### src/rtl/up_axi_master_pkg.sv
`default_nettype none
// +----------------------------------------------------------------------------+
// | up_axi_master_pkg : shared types and constants for the up_* -> AXI4-Lite   |
// | initiator.                                                   Rev 1.0       |
// +----------------------------------------------------------------------------+
package up_axi_master_pkg;

  typedef enum logic [1:0] {
    IDLE  = 2'd0,
    ADDR  = 2'd1,
    RESP  = 2'd2,
    DRAIN = 2'd3
  } chan_state_t;

  localparam logic [1:0] RESP_OKAY   = 2'b00;
  localparam logic [1:0] RESP_EXOKAY = 2'b01;
  localparam logic [1:0] RESP_SLVERR = 2'b10;
  localparam logic [1:0] RESP_DECERR = 2'b11;

  localparam logic [31:0] TIMEOUT_RDATA = 32'hDEAD_DEAD;

  // EXOKAY is folded into OKAY; only SLVERR/DECERR report an error.
  function automatic logic resp_is_err(input logic [1:0] resp);
    return (resp == RESP_SLVERR) || (resp == RESP_DECERR);
  endfunction

endpackage
`default_nettype wire

### src/rtl/up_axi_master_tmo.sv
`default_nettype none
// +----------------------------------------------------------------------------+
// | up_axi_master_tmo : clear/enable response timeout counter, terminal pulse  |
// | on the TIMEOUT_CYCLES-th enabled cycle.                      Rev 1.0       |
// +----------------------------------------------------------------------------+
module up_axi_master_tmo #(
  parameter int TIMEOUT_CYCLES = 1024
) (
  input  logic clk,
  input  logic rst,
  input  logic clr_i,
  input  logic en_i,
  output logic expire_o
);

  localparam int CW = (TIMEOUT_CYCLES > 1) ? $clog2(TIMEOUT_CYCLES) : 1;
  localparam logic [CW-1:0] TERM = CW'(TIMEOUT_CYCLES - 1);

  logic [CW-1:0] cnt_q;
  logic [CW-1:0] cnt_d;

  assign expire_o = en_i && (cnt_q == TERM);

  always_comb begin
    cnt_d = cnt_q;
    if (clr_i) begin
      cnt_d = '0;
    end else if (en_i && !expire_o) begin
      cnt_d = cnt_q + CW'(1);
    end
  end

  always_ff @(posedge clk) begin
    if (rst) begin
      cnt_q <= '0;
    end else begin
      cnt_q <= cnt_d;
    end
  end

endmodule
`default_nettype wire

### src/rtl/up_axi_master.sv
`default_nettype none
// +----------------------------------------------------------------------------+
// | up_axi_master : up_* single-word register requests to AXI4-Lite master,    |
// | independent write/read engines, one outstanding each.        Rev 1.0       |
// +----------------------------------------------------------------------------+
module up_axi_master
  import up_axi_master_pkg::*;
#(
  parameter int AXI_ADDR_WIDTH = 12,
  parameter int TIMEOUT_CYCLES = 1024
) (
  input  logic                      clk,
  input  logic                      rst,
  input  logic                      up_wreq,
  input  logic [AXI_ADDR_WIDTH-3:0] up_waddr,
  input  logic [31:0]               up_wdata,
  output logic                      up_wack,
  output logic                      up_werr,
  input  logic                      up_rreq,
  input  logic [AXI_ADDR_WIDTH-3:0] up_raddr,
  output logic [31:0]               up_rdata,
  output logic                      up_rack,
  output logic                      up_rerr,
  output logic [AXI_ADDR_WIDTH-1:0] m_axi_awaddr,
  output logic [2:0]                m_axi_awprot,
  output logic                      m_axi_awvalid,
  input  logic                      m_axi_awready,
  output logic [31:0]               m_axi_wdata,
  output logic [3:0]                m_axi_wstrb,
  output logic                      m_axi_wvalid,
  input  logic                      m_axi_wready,
  input  logic [1:0]                m_axi_bresp,
  input  logic                      m_axi_bvalid,
  output logic                      m_axi_bready,
  output logic [AXI_ADDR_WIDTH-1:0] m_axi_araddr,
  output logic [2:0]                m_axi_arprot,
  output logic                      m_axi_arvalid,
  input  logic                      m_axi_arready,
  input  logic [31:0]               m_axi_rdata,
  input  logic [1:0]                m_axi_rresp,
  input  logic                      m_axi_rvalid,
  output logic                      m_axi_rready
);

  chan_state_t               wstate_q, wstate_d;
  logic [AXI_ADDR_WIDTH-1:0] awaddr_q, awaddr_d;
  logic [31:0]               wdata_q, wdata_d;
  logic                      awvalid_q, awvalid_d;
  logic                      wvalid_q, wvalid_d;
  logic                      wack_q, wack_d;
  logic                      werr_q, werr_d;

  chan_state_t               rstate_q, rstate_d;
  logic [AXI_ADDR_WIDTH-1:0] araddr_q, araddr_d;
  logic                      arvalid_q, arvalid_d;
  logic [31:0]               rdata_q, rdata_d;
  logic                      rack_q, rack_d;
  logic                      rerr_q, rerr_d;

  logic                      w_wr_tmo;
  logic                      w_rd_tmo;

  generate
    if (TIMEOUT_CYCLES > 0) begin : g_tmo
      up_axi_master_tmo #(.TIMEOUT_CYCLES(TIMEOUT_CYCLES)) u_wr_tmo (
        .clk      (clk),
        .rst      (rst),
        .clr_i    (wstate_q != RESP),
        .en_i     (wstate_q == RESP),
        .expire_o (w_wr_tmo)
      );
      up_axi_master_tmo #(.TIMEOUT_CYCLES(TIMEOUT_CYCLES)) u_rd_tmo (
        .clk      (clk),
        .rst      (rst),
        .clr_i    (rstate_q != RESP),
        .en_i     (rstate_q == RESP),
        .expire_o (w_rd_tmo)
      );
    end else begin : g_no_tmo
      assign w_wr_tmo = 1'b0;
      assign w_rd_tmo = 1'b0;
    end
  endgenerate

  // Write engine: AW and W retire independently; RESP waits for both.
  always_comb begin
    wstate_d  = wstate_q;
    awaddr_d  = awaddr_q;
    wdata_d   = wdata_q;
    awvalid_d = awvalid_q;
    wvalid_d  = wvalid_q;
    wack_d    = 1'b0;
    werr_d    = 1'b0;
    case (wstate_q)
      IDLE: begin
        if (up_wreq) begin
          awaddr_d  = {up_waddr, 2'b00};
          wdata_d   = up_wdata;
          awvalid_d = 1'b1;
          wvalid_d  = 1'b1;
          wstate_d  = ADDR;
        end
      end
      ADDR: begin
        if (awvalid_q && m_axi_awready) awvalid_d = 1'b0;
        if (wvalid_q && m_axi_wready)   wvalid_d  = 1'b0;
        if (!awvalid_d && !wvalid_d)    wstate_d  = RESP;
      end
      RESP: begin
        if (m_axi_bvalid) begin
          wack_d   = 1'b1;
          werr_d   = resp_is_err(m_axi_bresp);
          wstate_d = IDLE;
        end else if (w_wr_tmo) begin
          wack_d   = 1'b1;
          werr_d   = 1'b1;
          wstate_d = DRAIN;
        end
      end
      DRAIN: begin
        if (m_axi_bvalid) wstate_d = IDLE;
      end
      default: wstate_d = IDLE;
    endcase
  end

  always_ff @(posedge clk) begin
    if (rst) begin
      wstate_q  <= IDLE;
      awaddr_q  <= '0;
      wdata_q   <= '0;
      awvalid_q <= 1'b0;
      wvalid_q  <= 1'b0;
      wack_q    <= 1'b0;
      werr_q    <= 1'b0;
    end else begin
      wstate_q  <= wstate_d;
      awaddr_q  <= awaddr_d;
      wdata_q   <= wdata_d;
      awvalid_q <= awvalid_d;
      wvalid_q  <= wvalid_d;
      wack_q    <= wack_d;
      werr_q    <= werr_d;
    end
  end

  // Read engine: same shape with a single address channel.
  always_comb begin
    rstate_d  = rstate_q;
    araddr_d  = araddr_q;
    arvalid_d = arvalid_q;
    rdata_d   = rdata_q;
    rack_d    = 1'b0;
    rerr_d    = 1'b0;
    case (rstate_q)
      IDLE: begin
        if (up_rreq) begin
          araddr_d  = {up_raddr, 2'b00};
          arvalid_d = 1'b1;
          rstate_d  = ADDR;
        end
      end
      ADDR: begin
        if (m_axi_arready) begin
          arvalid_d = 1'b0;
          rstate_d  = RESP;
        end
      end
      RESP: begin
        if (m_axi_rvalid) begin
          rack_d   = 1'b1;
          rerr_d   = resp_is_err(m_axi_rresp);
          rdata_d  = m_axi_rdata;
          rstate_d = IDLE;
        end else if (w_rd_tmo) begin
          rack_d   = 1'b1;
          rerr_d   = 1'b1;
          rdata_d  = TIMEOUT_RDATA;
          rstate_d = DRAIN;
        end
      end
      DRAIN: begin
        if (m_axi_rvalid) rstate_d = IDLE;
      end
      default: rstate_d = IDLE;
    endcase
  end

  always_ff @(posedge clk) begin
    if (rst) begin
      rstate_q  <= IDLE;
      araddr_q  <= '0;
      arvalid_q <= 1'b0;
      rdata_q   <= '0;
      rack_q    <= 1'b0;
      rerr_q    <= 1'b0;
    end else begin
      rstate_q  <= rstate_d;
      araddr_q  <= araddr_d;
      arvalid_q <= arvalid_d;
      rdata_q   <= rdata_d;
      rack_q    <= rack_d;
      rerr_q    <= rerr_d;
    end
  end

  assign up_wack       = wack_q;
  assign up_werr       = werr_q;
  assign up_rack       = rack_q;
  assign up_rerr       = rerr_q;
  assign up_rdata      = rdata_q;

  assign m_axi_awaddr  = awaddr_q;
  assign m_axi_awprot  = 3'b000;
  assign m_axi_awvalid = awvalid_q;
  assign m_axi_wdata   = wdata_q;
  assign m_axi_wstrb   = 4'hF;
  assign m_axi_wvalid  = wvalid_q;
  assign m_axi_bready  = (wstate_q == RESP) || (wstate_q == DRAIN);

  assign m_axi_araddr  = araddr_q;
  assign m_axi_arprot  = 3'b000;
  assign m_axi_arvalid = arvalid_q;
  assign m_axi_rready  = (rstate_q == RESP) || (rstate_q == DRAIN);

endmodule
`default_nettype wire

### config.mk
export PLATFORM = sky130hd
export DESIGN_NAME = up_axi_master
export DESIGN_NICKNAME = d
export VERILOG_FILES = /design/src/rtl/up_axi_master_pkg.sv /design/src/rtl/up_axi_master_tmo.sv /design/src/rtl/up_axi_master.sv
export SDC_FILE = /design/constraint.sdc
export NUM_CORES = 1
export LEC_CHECK = 0
export CAP_MARGIN = 10
export CORE_MARGIN = 1
export CORE_UTILIZATION = 40
export DETAILED_ROUTE_END_ITERATION = 6
export HOLD_SLACK_MARGIN = 0.08
export PLACE_DENSITY = 0.82
export SYNTH_ARGS = -nofsm -noshare
export SYNTH_HDL_FRONTEND = slang
export SYNTH_SLANG_ARGS = --single-unit
### constraint.sdc
create_clock -name clk -period 2.1 [get_ports clk]
set_input_delay 0.21 -clock clk [delete_from_list [all_inputs] [get_ports clk]]
set_output_delay 0.21 -clock clk [all_outputs]
set_load 0.05 [all_outputs]
==> impl_metrics.py <==
metrics = {
    "status": {
        "status": "finished clean",
    },
    "timing": {
        "slew_headroom": 0.572,
        "hold_viol_final": 0,
        "setup_tns_ns": 0,
        "rsz0062_at_grt": "false",
        "finalClockSkew_ns": 0.0104,
        "worstMarginPinSlew_ns": 0.641,
        "setup_viol": 0,
        "maxSlewViolCount": 0,
        "fmax_ghz": 0.502,
        "min_period_ns": 1.99,
        "post-route-worst-setup-slack_ns": 0.109,
        "fin_crit_sh": 0.948,
        "holdWs_ns": 0.197,
    },
    "critical_path": {
        "critical_path.top_delay_family": "buffers and inverters",
        "arrival_ns": 1.78,
        "critPathBufInv": 1,
        "required_ns": 1.89,
        "critPathKind": "reg2out",
        "critPathCaptureType": "primary output",
        "worst_setup_path_start_kind": "flip-flop",
        "startpoint": "rstate_q[1]",
        "crit_fanout": 9,
        "max_stage_delay_ns": 0.89,
        "path_cells": "clkdlybuf4s50_1",
        "timing.rr.start": "g_tmo.u_rd_tmo.cnt_q[0]",
        "cp_slowest_cell": "clkdlybuf4s50_1",
    },
    "routing": {
        "wl_um": 12400,
        "num_vias": 4535,
        "postRouteAntennaNets": 0,
        "viasPerCell": 5.06,
        "first_pass_iters": 4,
        "wl_per_cell_um": 13.8,
        "drt_iter0_markers": 299,
        "drc_errors": 0,
    },
    "layout": {
        "antenna_cells": 0,
        "multi_input_area_um2": 2090,
        "drive_gt1_frac": 0.0727,
        "seqCellArea_um2": 2300,
        "area_growth_pct": 54.1,
        "n_fill_cell": 913,
        "nNetsFinal": 843,
    },
    "die": {
        "core_area_um2": 11100,
        "pin_count": 204,
        "dieArea_um2": 12000,
        "initial_core_util": 0.418,
        "fp.dieW_um": 110,
        "fp.dieH_um": 110,
        "rows": 38,
    },
    "power": {
        "powerDensity_nw_per_um2": 885,
        "p_sw_mw": 1.80,
        "p_leak_nw": 2.64,
        "swShare": 0.285,
        "clockPowerShare": 0.446,
        "finalPower_mw": 6.33,
        "ir_drop_v": 0.000572,
        "seqPwrFrac": 0.373,
        "comb_power_share": 0.180,
        "p_int_mw": 4.52,
    },
    "clocking": {
        "cts-hold-fix-buffers": 0,
        "ctsHtreeMaxLevel": 4,
        "root_buffer": "clkbuf_16",
        "cts-resized-gates": 0,
        "cts.path.max_buffers": 2,
        "tritoncts_num_sinks": 115,
        "clk_pin_slew_ns": 0.05,
        "cts_tree": "built",
        "cts_setup_buffers": 0,
        "worstSkewPairLatency_ns": 0.40,
        "cts_buffers": 17,
    },
    "logic_synthesis": {
        "synth_area_leaders": "dfxtp_1, nand2_1, a21oi_1, nor2_1, mux2i_1",
        "synth_seq_cells": 115,
        "ys_seq_area_frac": 0.497,
        "syn_area_um2": 4640,
        "async_flop_share": 0,
        "yosysWarnings": 0,
        "yosysTopAreaCell": "dfxtp_1",
        "synth_top_cell_area_share": 0.497,
        "synth-edff-count": 0,
        "yosysMostFrequentCell": "nand2_1",
        "syn_inst": 564,
        "syn_avg_cell_area_um2": 8.22,
        "ys_top_cells_by_count": "nand2_1, dfxtp_1, a21oi_1",
        "synth_flop_cell": "dfxtp_1",
        "ys_types": 49,
    },
    "place": {
        "post-place-ws_ns": 0.0537,
        "place_congestion": 0.813,
        "hpwl_um": 8920,
        "port_buffers": 187,
    },
    "flow_run": {
        "maxCapViolations": 0,
    },
    "global_route": {
        "antenna_found_initial": 0,
        "grt_pass1_wl_um": 19300,
        "gr-total-overflow": 0,
        "track_usage": 0.204,
        "grt_pass1_vias": 4321,
        "grt_max_degree": 43,
    },
    "min_path": {
        "hold_path_class": "in2reg",
        "hold_path.startpoint": "rst",
    },
}
## cell usage in the layout, fill, tap and decap left out, types with 6 or more instances in the layout
cell / synthesis / layout
clkdlybuf4s50_1: 0 / 186
nand2_1: 116 / 116
dfxtp_1: 115 / 115
a21oi_1: 69 / 69
nor2_1: 48 / 48
o21ai_0: 27 / 27
nor3_1: 27 / 27
or3_1: 18 / 18
clkbuf_16: 0 / 17
mux2i_1: 14 / 14
conb_1: 2 / 14
buf_4: 15 / 9
inv_1: 8 / 8
o21bai_1: 6 / 6
## layer usage
metal  vias up  track usage  routed length (um)
met5         -            0                   0
met4         0       0.0876                 262
met3        23       0.0729                1040
met2       173        0.366                6140
met1      2092        0.215                4980
li1       2247            -                   -
## sequential cells by signal (all words and copies together) (netlist names)
signal / flops
up_werr: 1
m_axi_awaddr: 10
m_axi_arvalid: 1
m_axi_wvalid: 1
m_axi_awvalid: 1
up_rdata: 32
m_axi_wdata: 32
up_wack: 1
wstate_q: 2
g_tmo.u_wr_tmo.cnt_q: 10
m_axi_araddr: 10
g_tmo.u_rd_tmo.cnt_q: 10
up_rack: 1
up_rerr: 1
rstate_q: 2
## power groups by stage
stage	Clock (mW)	Combinational (mW)	Sequential, mW
floorplan	0	0.379	2.74
global placement	0	1.13	2.40
detailed placement	0	1.14	2.41
CTS	2.88	1.15	2.36
global route	2.99	1.22	2.37
finish	2.82	1.14	2.36
## metrics by stage
| stage | util | area (um^2) | std cells |
|---|---|---|---|
| floorplan | - | 4680 | 576 |
| global placement | 0.591 | 6550 | 865 |
| detailed placement | 0.591 | 6550 | 865 |
| CTS | 0.645 | 7150 | 897 |
| global route | 0.645 | 7150 | 897 |
| finish | 0.645 | 7150 | 897 |
## path summary, 6_finish.rpt
kind	to	slack (ns)	depth (start not counted)
setup reg to reg	up_rdata[24]	0.34	5
setup / recovery	m_axi_rready	0.11	1
hold reg to reg	m_axi_wdata[2]	0.45	2
hold / removal	up_rdata[7]	0.20	2
## final cells by class
type | count | area share
flip-flops and latches | 115 | 0.322
multi-input cells | 405 | 0.292
repair buffers | 197 | 0.274
clock buffers | 18 | 0.0615
well taps | 140 | 0.0245
clock inverters | 14 | 0.0217
inverters | 8 | 0.00420
## kinds of logic after synthesis
kind of cell / Yosys count / share of synthesized area
other cells: 2 / 0.00162
simple gates: 250 / 0.249
fa+ha+maj: 2 / 0.00540
compound gates: 120 / 0.144
xor+xnor: 5 / 0.00945
mux: 14 / 0.0302
buf+inv: 56 / 0.0629
flops: 115 / 0.497
(Power assumes the default switching activity.)
